**src/rtl/hvsp_sequencer_if.sv**
```systemverilog
// Host command / response and frame-engine handshake bundle for the HVSP sequencer.
interface hvsp_sequencer_if;
    // host side
    logic        cmd_valid;
    logic        cmd_ready;
    logic [2:0]  cmd_op;
    logic [7:0]  cmd_arg;
    logic        rsp_valid;
    logic [7:0]  rsp_data;
    logic [1:0]  rsp_status;
    // frame shift engine side
    logic        frm_start;
    logic [7:0]  frm_sdi;
    logic [7:0]  frm_sii;
    logic        frm_busy;
    logic [10:0] frm_sdo;
    logic        sdo_in;

    // sequencer view
    modport slave (
        input  cmd_valid, cmd_op, cmd_arg, frm_busy, frm_sdo, sdo_in,
        output cmd_ready, rsp_valid, rsp_data, rsp_status, frm_start, frm_sdi, frm_sii
    );

    // host + frame engine view
    modport master (
        output cmd_valid, cmd_op, cmd_arg, frm_busy, frm_sdo, sdo_in,
        input  cmd_ready, rsp_valid, rsp_data, rsp_status, frm_start, frm_sdi, frm_sii
    );
endinterface

```
**src/rtl/hvsp_sequencer.sv**
```systemverilog
// HVSP command sequencer: expands one host operation into a fixed list of
// SDI/SII frames for the shift engine, then returns SDO data or polls RDY/BSY.
module hvsp_sequencer #(
    parameter int unsigned POLL_TIMEOUT = 60000,
    parameter int unsigned ACK_TIMEOUT  = 15
) (
    input  logic              osc,
    input  logic              rst_n,
    hvsp_sequencer_if.slave   bus
);

    localparam int unsigned CNT_W = 16;
    localparam int unsigned IDX_W = 3;
    localparam int unsigned ROM_W = 17;

    localparam logic [2:0] OP_READ_SIG   = 3'd1;
    localparam logic [2:0] OP_CHIP_ERASE = 3'd2;
    localparam logic [2:0] OP_READ_FUSE  = 3'd3;
    localparam logic [2:0] OP_WRITE_FUSE = 3'd4;
    localparam logic [2:0] OP_READ_LOCK  = 3'd5;

    localparam logic [1:0] ST_OK      = 2'd0;
    localparam logic [1:0] ST_BAD_OP  = 2'd1;
    localparam logic [1:0] ST_POLL_TO = 2'd2;
    localparam logic [1:0] ST_NO_ACK  = 2'd3;

    localparam logic [CNT_W-1:0] ACK_LAST  = CNT_W'(ACK_TIMEOUT - 1);
    localparam logic [CNT_W-1:0] POLL_LAST = CNT_W'(POLL_TIMEOUT - 1);
    localparam logic [CNT_W-1:0] CNT_MAX   = '1;

    typedef enum logic [2:0] {
        S_IDLE,
        S_ISSUE,
        S_WAIT_ACK,
        S_WAIT_DONE,
        S_NEXT,
        S_POLL,
        S_RESP
    } state_t;

    // Frame ROM keyed by {op, index}: {substitute arg for SDI, SDI, SII}
    function automatic logic [ROM_W-1:0] frame_rom(input logic [5:0] key);
        logic [ROM_W-1:0] v;
        case (key)
            {OP_READ_SIG,   3'd0}: v = {1'b0, 8'h08, 8'h4C};
            {OP_READ_SIG,   3'd1}: v = {1'b1, 8'h00, 8'h0C};
            {OP_READ_SIG,   3'd2}: v = {1'b0, 8'h00, 8'h68};
            {OP_READ_SIG,   3'd3}: v = {1'b0, 8'h00, 8'h6C};
            {OP_CHIP_ERASE, 3'd0}: v = {1'b0, 8'h80, 8'h4C};
            {OP_CHIP_ERASE, 3'd1}: v = {1'b0, 8'h00, 8'h64};
            {OP_CHIP_ERASE, 3'd2}: v = {1'b0, 8'h00, 8'h6C};
            {OP_READ_FUSE,  3'd0}: v = {1'b0, 8'h04, 8'h4C};
            {OP_READ_FUSE,  3'd1}: v = {1'b0, 8'h00, 8'h68};
            {OP_READ_FUSE,  3'd2}: v = {1'b0, 8'h00, 8'h6C};
            {OP_WRITE_FUSE, 3'd0}: v = {1'b0, 8'h40, 8'h4C};
            {OP_WRITE_FUSE, 3'd1}: v = {1'b1, 8'h00, 8'h2C};
            {OP_WRITE_FUSE, 3'd2}: v = {1'b0, 8'h00, 8'h64};
            {OP_WRITE_FUSE, 3'd3}: v = {1'b0, 8'h00, 8'h6C};
            {OP_READ_LOCK,  3'd0}: v = {1'b0, 8'h04, 8'h4C};
            {OP_READ_LOCK,  3'd1}: v = {1'b0, 8'h00, 8'h78};
            {OP_READ_LOCK,  3'd2}: v = {1'b0, 8'h00, 8'h7C};
            default:               v = '0;
        endcase
        return v;
    endfunction

    // Index of the final frame of each operation
    function automatic logic [IDX_W-1:0] last_idx(input logic [2:0] op);
        logic [IDX_W-1:0] v;
        case (op)
            OP_READ_SIG, OP_WRITE_FUSE: v = 3'd3;
            default:                    v = 3'd2;
        endcase
        return v;
    endfunction

    function automatic logic op_is_write(input logic [2:0] op);
        return (op == OP_CHIP_ERASE) || (op == OP_WRITE_FUSE);
    endfunction

    function automatic logic op_is_valid(input logic [2:0] op);
        return (op >= OP_READ_SIG) && (op <= OP_READ_LOCK);
    endfunction

    state_t             r_state;
    logic [2:0]         r_op;
    logic [7:0]         r_arg;
    logic [IDX_W-1:0]   r_idx;
    logic [CNT_W-1:0]   r_cnt;
    logic               r_cmd_ready;
    logic               r_rsp_valid;
    logic [7:0]         r_rsp_data;
    logic [1:0]         r_rsp_status;
    logic               r_frm_start;
    logic [7:0]         r_frm_sdi;
    logic [7:0]         r_frm_sii;

    logic [2:0]         w_load_op;
    logic [7:0]         w_load_arg;
    logic [IDX_W-1:0]   w_load_idx;
    logic [ROM_W-1:0]   w_rom;
    logic [7:0]         w_sdi;
    logic [7:0]         w_sii;
    logic               w_unused_sdo;

    // Next frame to load: frame 0 of the incoming command in IDLE, else the following frame
    assign w_load_op    = (r_state == S_IDLE) ? bus.cmd_op  : r_op;
    assign w_load_arg   = (r_state == S_IDLE) ? bus.cmd_arg : r_arg;
    assign w_load_idx   = (r_state == S_IDLE) ? IDX_W'(0)   : IDX_W'(r_idx + IDX_W'(1));
    assign w_rom        = frame_rom({w_load_op, w_load_idx});
    assign w_sdi        = w_rom[16] ? w_load_arg : w_rom[15:8];
    assign w_sii        = w_rom[7:0];
    assign w_unused_sdo = ^{bus.frm_sdo[10], bus.frm_sdo[1:0]};

    // Sequencer FSM with registered outputs
    always_ff @(posedge osc) begin
        if (!rst_n) begin
            r_state      <= S_IDLE;
            r_op         <= '0;
            r_arg        <= '0;
            r_idx        <= '0;
            r_cnt        <= '0;
            r_cmd_ready  <= 1'b0;
            r_rsp_valid  <= 1'b0;
            r_rsp_data   <= '0;
            r_rsp_status <= '0;
            r_frm_start  <= 1'b0;
            r_frm_sdi    <= '0;
            r_frm_sii    <= '0;
        end else begin
            r_frm_start <= 1'b0;
            r_rsp_valid <= 1'b0;
            case (r_state)
                S_IDLE: begin
                    if (!r_cmd_ready) begin
                        r_cmd_ready <= 1'b1;
                    end else if (bus.cmd_valid) begin
                        r_cmd_ready <= 1'b0;
                        r_op        <= bus.cmd_op;
                        r_arg       <= bus.cmd_arg;
                        r_idx       <= '0;
                        if (op_is_valid(bus.cmd_op)) begin
                            r_frm_sdi   <= w_sdi;
                            r_frm_sii   <= w_sii;
                            r_frm_start <= 1'b1;
                            r_state     <= S_ISSUE;
                        end else begin
                            r_rsp_data   <= '0;
                            r_rsp_status <= ST_BAD_OP;
                            r_state      <= S_RESP;
                        end
                    end
                end
                S_ISSUE: begin
                    r_cnt   <= '0;
                    r_state <= S_WAIT_ACK;
                end
                S_WAIT_ACK: begin
                    if (bus.frm_busy) begin
                        r_state <= S_WAIT_DONE;
                    end else if (r_cnt >= ACK_LAST) begin
                        r_rsp_data   <= '0;
                        r_rsp_status <= ST_NO_ACK;
                        r_state      <= S_RESP;
                    end else begin
                        r_cnt <= r_cnt + CNT_W'(1);
                    end
                end
                S_WAIT_DONE: begin
                    if (!bus.frm_busy) begin
                        r_state <= S_NEXT;
                    end
                end
                S_NEXT: begin
                    if (r_idx != last_idx(r_op)) begin
                        r_idx       <= w_load_idx;
                        r_frm_sdi   <= w_sdi;
                        r_frm_sii   <= w_sii;
                        r_frm_start <= 1'b1;
                        r_state     <= S_ISSUE;
                    end else if (op_is_write(r_op)) begin
                        r_cnt   <= '0;
                        r_state <= S_POLL;
                    end else begin
                        r_rsp_data   <= bus.frm_sdo[9:2];
                        r_rsp_status <= ST_OK;
                        r_state      <= S_RESP;
                    end
                end
                S_POLL: begin
                    if (bus.sdo_in) begin
                        r_rsp_data   <= '0;
                        r_rsp_status <= ST_OK;
                        r_state      <= S_RESP;
                    end else if (r_cnt >= POLL_LAST) begin
                        r_rsp_data   <= '0;
                        r_rsp_status <= ST_POLL_TO;
                        r_state      <= S_RESP;
                    end else if (r_cnt != CNT_MAX) begin
                        r_cnt <= r_cnt + CNT_W'(1);
                    end
                end
                S_RESP: begin
                    r_rsp_valid <= 1'b1;
                    r_state     <= S_IDLE;
                end
                default: begin
                    r_state <= S_IDLE;
                end
            endcase
        end
    end

    assign bus.cmd_ready  = r_cmd_ready;
    assign bus.rsp_valid  = r_rsp_valid;
    assign bus.rsp_data   = r_rsp_data;
    assign bus.rsp_status = r_rsp_status;
    assign bus.frm_start  = r_frm_start;
    assign bus.frm_sdi    = r_frm_sdi;
    assign bus.frm_sii    = r_frm_sii;

endmodule

```
**src/flat_wrapper.sv**
```systemverilog
// flat-port wrapper written by rule: the top's interface ports become plain ports
module hvsp_sequencer_flat 
#(
    parameter int unsigned POLL_TIMEOUT = 60000,
    parameter int unsigned ACK_TIMEOUT  = 15
)
  (osc, rst_n, bus_cmd_valid, bus_cmd_op, bus_cmd_arg, bus_frm_busy, bus_frm_sdo, bus_sdo_in, bus_cmd_ready, bus_rsp_valid, bus_rsp_data, bus_rsp_status, bus_frm_start, bus_frm_sdi, bus_frm_sii);
  hvsp_sequencer_if bus_i ();
  input  logic osc;
  input  logic rst_n;
  input wire logic [$bits(bus_i.cmd_valid)-1:0] bus_cmd_valid;
  input wire logic [$bits(bus_i.cmd_op)-1:0] bus_cmd_op;
  input wire logic [$bits(bus_i.cmd_arg)-1:0] bus_cmd_arg;
  input wire logic [$bits(bus_i.frm_busy)-1:0] bus_frm_busy;
  input wire logic [$bits(bus_i.frm_sdo)-1:0] bus_frm_sdo;
  input wire logic [$bits(bus_i.sdo_in)-1:0] bus_sdo_in;
  output wire logic [$bits(bus_i.cmd_ready)-1:0] bus_cmd_ready;
  output wire logic [$bits(bus_i.rsp_valid)-1:0] bus_rsp_valid;
  output wire logic [$bits(bus_i.rsp_data)-1:0] bus_rsp_data;
  output wire logic [$bits(bus_i.rsp_status)-1:0] bus_rsp_status;
  output wire logic [$bits(bus_i.frm_start)-1:0] bus_frm_start;
  output wire logic [$bits(bus_i.frm_sdi)-1:0] bus_frm_sdi;
  output wire logic [$bits(bus_i.frm_sii)-1:0] bus_frm_sii;
  assign bus_i.cmd_valid = bus_cmd_valid;
  assign bus_i.cmd_op = bus_cmd_op;
  assign bus_i.cmd_arg = bus_cmd_arg;
  assign bus_i.frm_busy = bus_frm_busy;
  assign bus_i.frm_sdo = bus_frm_sdo;
  assign bus_i.sdo_in = bus_sdo_in;
  assign bus_cmd_ready = bus_i.cmd_ready;
  assign bus_rsp_valid = bus_i.rsp_valid;
  assign bus_rsp_data = bus_i.rsp_data;
  assign bus_rsp_status = bus_i.rsp_status;
  assign bus_frm_start = bus_i.frm_start;
  assign bus_frm_sdi = bus_i.frm_sdi;
  assign bus_frm_sii = bus_i.frm_sii;
  hvsp_sequencer #(.POLL_TIMEOUT(POLL_TIMEOUT), .ACK_TIMEOUT(ACK_TIMEOUT)) u_core (.osc(osc), .rst_n(rst_n), .bus(bus_i));
endmodule
```
**config.mk**
```make
export PLATFORM = sky130hd
export DESIGN_NAME = hvsp_sequencer_flat
export DESIGN_NICKNAME = d
export VERILOG_FILES = /design/src/rtl/hvsp_sequencer_if.sv /design/src/rtl/hvsp_sequencer.sv /design/src/flat_wrapper.sv
export SDC_FILE = /design/constraint.sdc
export NUM_CORES = 1
export LEC_CHECK = 0
export CORE_MARGIN = 10
export CORE_UTILIZATION = 40
export DETAILED_ROUTE_END_ITERATION = 10
export PLACE_DENSITY = 0.69
export SLEW_MARGIN = 15
export SYNTH_ARGS = -nofsm -noshare
export SYNTH_HDL_FRONTEND = slang
export SYNTH_SLANG_ARGS = --single-unit
export TNS_END_PERCENT = 20
```
**constraint.sdc**
```tcl
create_clock -name osc -period 2.4 [get_ports osc]
set_input_delay 0.36 -clock osc [delete_from_list [all_inputs] [get_ports osc]]
set_output_delay 0.36 -clock osc [all_outputs]
set_load 0.005 [all_outputs]
```
==> flow_metrics.py, run 1 <==
metrics = {
    "cells_and_area": {
        "final_nets": 549,
        "diodes": 0,
        "utilization_pct": 53.81,
        "area_delta_synth_final_pct": 29.17,
        "fillCellCount": 810,
        "drive_gt1_share_pct": 14.86,
        "multi_input_area_um2": 2088,
        "seqCellArea_um2": 1181,
    },
    "timing": {
        "fin_crit_sh_pct": 93.52,
        "relSlewSlack_pct": 54.22,
        "rsz0062_at_grt": "false",
        "final-setup-viol-count": 0,
        "fin_worst_skew_ps": 9.262,
        "maxSlewViolCount": 0,
        "hold_violations": 0,
        "timing.final.crit_period_ps": 2244,
        "worstMarginPinSlew_ps": 684.6,
        "max_freq_mhz": 445.6,
    },
    "synth": {
        "async_flop_share_pct": 0,
        "seq_area_frac_synth_pct": 34.17,
        "ys_ff_latch": 59,
        "avgSynthCellArea_um2": 7.786,
        "mappedNetlistArea_um2": 3457,
        "synth_ff_type": "dfxtp_1",
        "syn-instance-count": 444,
        "ys.warnings.count": 0,
        "synth.distinct_cells": 70,
        "synth_edf_count": 0,
    },
    "floorplanning": {
        "coreArea_um2": 8299,
        "initial_core_util_pct": 41.66,
        "die_area_um2": 12760,
        "chipWidth_um": 113.0,
        "fp-row-count": 33,
        "die_height_um": 113.0,
        "io_pins": 56,
    },
    "clock_tree": {
        "cts_buffers": 9,
        "root_buffer": "clkbuf_8",
        "clk_pin_slew_ps": 70,
        "cts_buffer_depth": 2,
        "cts_sinks": 59,
        "htreeDepth": 3,
        "ctsHoldBuffers": 0,
        "cts_tree": "done",
        "clock_latency_ps": 340,
    },
    "critical_path": {
        "endpoint_kind": "flip-flop",
        "crit_top_cell": "buf_4",
        "cp_num_buf_inv": 3,
        "path_delay_family": "buffers and inverters",
        "r2r_cells": 9,
        "cp.depth": 9,
        "worstPathCellList": "buf_4 -> nor3_2 -> buf_4 -> buf_4 -> mux2i_1 -> mux2i_1 -> o221ai_1 -> nand3_1 -> a21oi_1",
        "critPathArrivalTime_ps": 2520,
        "critPathKind": "reg -> reg",
        "max_stage_delay_ps": 400,
        "crit_path_top_delay_cell": "dfxtp_1",
        "crit_fanout": 12,
        "required_ps": 2670,
        "cp-start-kind": "flip-flop",
    },
    "run_status": {
        "status": "completed",
    },
    "flow_run": {
        "cap_viol_max_count": 0,
    },
    "routing": {
        "routed_wl_mm": 9.742,
        "vias": 3402,
        "drc_errors": 0,
        "wl_per_cell_um": 15.64,
        "vias_per_cell": 5.461,
        "first_pass_iters": 4,
        "drt_iter0_drc": 169,
        "ant_nets": 0,
    },
    "power": {
        "p_total_w": 0.004636,
        "ir_worst_vdd_v": 0.0005723,
        "leakagePower_nw": 1.691,
        "power.density_nw_per_um2": 1038,
    },
    "global_routing": {
        "overflow": 0,
        "antenna_found_initial": 0,
        "grt_pass1_vias": 3439,
        "grt_start_max_net_pins": 22,
        "grt_pass1_wl_mm": 16.42,
        "track_usage_pct": 15.10,
    },
    "min_path": {
        "hp-class": "reg -> reg",
        "min_path_cells": 2,
    },
    "placed_design": {
        "gp_congestion": 0.8759,
        "io_buffers": 49,
        "hpwlAfterDp_mm": 7.199,
    },
}
==> layer usage <==
metal,GRT usage [%],wire (µm),vias to the layer above
met3,4.596,600,6
met5,0,0,-
met4,5.330,66,0
met1,17.86,4309,1579
li1,-,-,1722
met2,25.23,4765,95
==> cell type report <==
type	count	area share (%)
clock inverter	2	0.7845
timing repair buffer	91	18.32
clock buffer	13	3.558
multi-input combinational	339	46.76
inverter	14	1.177
tap	105	2.942
sequential	59	26.45
==> final timing paths <==
| path | from | end | slack (ps) |
|---|---|---|---|
| worst max-delay path | u_core.r_state[1] | u_core.bus.frm_sii[5] | 160 |
| worst min-delay path | u_core.bus.frm_sdi[4] | u_core.bus.frm_sdi[4] | 450 |
| worst max register to register | u_core.r_state[1] | u_core.bus.frm_sii[5] | 160 |
| worst min register to register | u_core.bus.frm_sdi[4] | u_core.bus.frm_sdi[4] | 450 |
==> registers in the layout, summed over array words and instances (netlist names) <==
register / count
u_core.r_op: 3
u_core.r_cnt: 16
u_core.r_state: 3
u_core.r_arg: 8
u_core.bus.frm_start: 1
u_core.r_idx: 3
u_core.bus.rsp_status: 2
u_core.bus.frm_sdi: 8
u_core.bus.rsp_data: 8
u_core.bus.rsp_valid: 1
u_core.bus.cmd_ready: 1
u_core.bus.frm_sii: 5
==> cells in the final DEF, fill, tap and decap left out, types with 3 or more instances in the layout <==
cell type	n
nand2_1	81
dfxtp_1	59
clkdlybuf4s50_1	49
a21oi_1	41
buf_4	41
o21ai_0	29
nor2_1	20
nand3_1	15
nand4_1	14
inv_1	13
clkbuf_8	11
or3_1	10
nor3b_1	9
ha_1	8
mux2i_1	7
nor3_1	7
o211ai_1	5
o21a_1	5
xor2_1	4
nand2b_1	4
xnor2_1	4
and3_1	4
a211oi_1	4
nor2b_1	4
o2111ai_1	3
a31oi_1	3
o31ai_1	3
a21o_1	3
nor4_1	3
conb_1	3
==> kinds of logic after synthesis <==
logic type,count (synthesis),share of synthesized area [%]
simple gates,192,29.46
compound gates,120,22.48
flops,59,34.17
buf+inv,48,6.514
fa+ha+maj,8,2.896
xor+xnor,8,2.027
mux,8,2.353
other cells,1,0.1085
==> repair_timing <==
action	CTS	global route
endpoints found under the hold margin	0	0
setup endpoints to repair	17	23
setup buffers	0	2
resized for setup	2	4
pin swaps	0	2
==> where the power goes <==
part	internal [W]	switching, W	total [W]	leakage (nW)
Sequential	0.00114	0.000155	0.00129	0.478
Clock	0.000530	0.000390	0.000920	0.0995
Combinational	0.00107	0.00135	0.00242	1.11
==> synth_stat cells (9+ instances only) <==
library cell   n  share of area (%)
nand2_1       81                8.8
dfxtp_1       59                 34
a21oi_1       43                6.2
o21ai_0       29                4.2
nor2_1        20                2.2
clkbuf_1      15                1.6
nand3_1       15                2.2
nand4_1       14                2.5
inv_1         13                1.4
buf_2         12                1.7
or3_1         10                1.8
nor3b_1        9                2.0
==> tightest hold or removal path, stage by stage (launching register included) <==
cell,delay [ps]
dfxtp_1,310
nand2_1,50
a21oi_1,50
==> per-stage QoR <==
stage	setup TNS, ps	setup WS (ps)	instance area, µm²	hold slack (ps)	std cells
2_1_floorplan	0	230.0	3465	436.6	446
3_3_place_gp	-587.2	-87.78	4219	442.2	606
3_5_place_dp	-2679	-288.4	4219	446.5	606
4_1_cts	0	100.2	4428	455.8	621
5_1_grt	0	34.67	4466	477.6	623
6_report	0	155.6	4466	451.0	623
Note: power is estimated with default switching activity, not from simulation.
==> inputs of run 2 (changes only) <==
- CTS_BUF_LIST: unset -> sky130_fd_sc_hd__clkbuf_8
==> run 2 against run 1 <==
Net effect: flip-flop and latch count did not move; register-to-register slack barely moved; largest cell class unchanged; total power barely moved; clock-buffer cell count is 2 lower; hold slack barely moved; wire length grew 0.52%; combinational power about the same; first-iteration DRC count is 1.8% higher; via count increased by 0.76%; clock skew about the same; core utilization stayed put.
==> flow_metrics.py, run 2 (same netlist as run 1, synthesis figures left out) <==
metrics = {
    "timing": {
        "relSlewSlack_pct": 53.93,
        "timing.final.crit_period_ps": 2240,
        "setup_tns_ps": 0,
        "worstMarginPinSlew_ps": 688.8,
        "max_freq_mhz": 446.4,
        "final-setup-viol-count": 0,
        "fin_worst_skew_ps": 9.202,
        "rsz0062_at_grt": "false",
        "maxSlewViolCount": 0,
        "fin_crit_sh_pct": 93.34,
        "hold_violations": 0,
    },
    "clock_tree": {
        "root_buffer": "clkbuf_8",
        "cts_tree": "done",
        "ctsHoldBuffers": 0,
        "cts_buffers": 9,
        "clock_latency_ps": 340,
        "cts_sinks": 59,
        "htreeDepth": 3,
        "cts_buffer_depth": 2,
        "clk_pin_slew_ps": 70,
    },
    "routing": {
        "vias": 3428,
        "routed_wl_mm": 9.793,
        "drt_iter0_drc": 172,
        "drc_errors": 0,
        "first_pass_iters": 4,
        "ant_nets": 0,
        "wl_per_cell_um": 15.72,
        "vias_per_cell": 5.502,
    },
    "cells_and_area": {
        "drive_gt1_share_pct": 14.86,
        "top_register": "u_core.r_cnt",
        "area_delta_synth_final_pct": 29.17,
        "final_nets": 549,
        "mostFrequentLayoutCells": "nand2_1 (81), dfxtp_1 (59), clkdlybuf4s50_1 (49), a21oi_1 (41), buf_4 (41)",
        "mostFrequentLayoutCell": "nand2_1",
        "diodes": 0,
        "fillCellCount": 810,
        "design_area_um2": 4466,
        "largest_reg_flops": 16,
    },
    "critical_path": {
        "endpoint_kind": "flip-flop",
        "cp-start-kind": "flip-flop",
        "crit_fanout": 12,
        "critPathArrivalTime_ps": 2510,
        "critPathKind": "reg -> reg",
        "required_ps": 2670,
    },
    "floorplanning": {
        "io_pins": 56,
        "coreArea_um2": 8299,
        "initial_core_util_pct": 41.66,
        "die_area_um2": 12760,
        "fp-row-count": 33,
        "chipWidth_um": 113.0,
        "die_height_um": 113.0,
    },
    "run_status": {
        "status": "completed",
    },
    "power": {
        "leakagePower_nw": 1.699,
        "power.density_nw_per_um2": 1038,
        "ir_worst_vdd_v": 0.0005732,
    },
    "min_path": {
        "hp-class": "reg -> reg",
    },
    "global_routing": {
        "grt_pass1_vias": 3439,
        "antenna_found_initial": 0,
        "grt_pass1_wl_mm": 16.42,
        "grt_start_max_net_pins": 22,
        "track_usage_pct": 15.10,
        "overflow": 0,
    },
    "flow_run": {
        "cap_viol_max_count": 0,
    },
    "placed_design": {
        "dpl-instance-area_um2": 4219,
        "io_buffers": 49,
        "hpwlAfterDp_mm": 7.199,
        "gp_congestion": 0.8759,
    },
}
-- run 2: worst max-delay path, stage by stage, from the launching register on --
cell and delay, ps:
dfxtp_1 400, buf_4 200, nor3_2 170, buf_4 190, buf_4 200, mux2i_1 400, mux2i_1 160, o221ai_1 190
nand3_1 110, a21oi_1 150
-- run 2: layout make-up --
class | instances | area (µm²) | area share [%]
multi-input cells | 339 | 2088 | 46.76
flip-flops and latches | 59 | 1181 | 26.45
repair buffers | 91 | 818.3 | 18.32
clock buffers | 11 | 151.4 | 3.390
well taps | 105 | 131.4 | 2.942
inverters | 14 | 52.55 | 1.177
clock inverters | 4 | 42.54 | 0.9526
-- run 2: metrics by stage --
stage	setup slack (ps)	total power [W]	utilization, %	cells	hold slack (ps)
2_1_floorplan	230.0	0.002778	-	446	436.6
3_3_place_gp	-87.78	0.003585	50.84	606	442.2
3_5_place_dp	-288.4	0.003636	50.84	606	446.5
4_1_cts	100.2	0.004600	53.35	621	455.8
5_1_grt	34.67	0.004951	53.81	623	477.6
6_report	159.9	0.004634	53.81	623	451.3
-- run 2: worst paths after layout --
| kind | from | end | slack [ps] | depth (start not counted) |
|---|---|---|---|---|
| worst max-delay path | u_core.r_state[1] | u_core.bus.frm_sii[5] | 160 | 9 |
| worst min-delay path | u_core.bus.frm_sdi[4] | u_core.bus.frm_sdi[4] | 450 | 2 |
| worst max register to register | u_core.r_state[1] | u_core.bus.frm_sii[5] | 160 | 9 |
| worst min register to register | u_core.bus.frm_sdi[4] | u_core.bus.frm_sdi[4] | 450 | 2 |
-- run 2: repair_timing --
action	in CTS	in global routing
resized for setup	2	4
gates cloned	0	0
pin swaps	0	2
setup buffers	0	2
setup endpoints to repair	17	23
-- run 2: routing by layer --
metal,GRT usage [%],routed length (µm)
met1,17.86,4294
met2,25.23,4809
met3,4.596,622
met4,5.330,67
met5,0,0
-- run 2: power breakdown --
group / leakage, nW / switching [W] / total (W) / internal [W]
Sequential: 0.478 / 0.000154 / 0.00129 / 0.00114
Combinational: 1.11 / 0.00136 / 0.00243 / 0.00107
Clock: 0.108 / 0.000393 / 0.000914 / 0.000521
Total: 1.70 / 0.00190 / 0.00463 / 0.00273
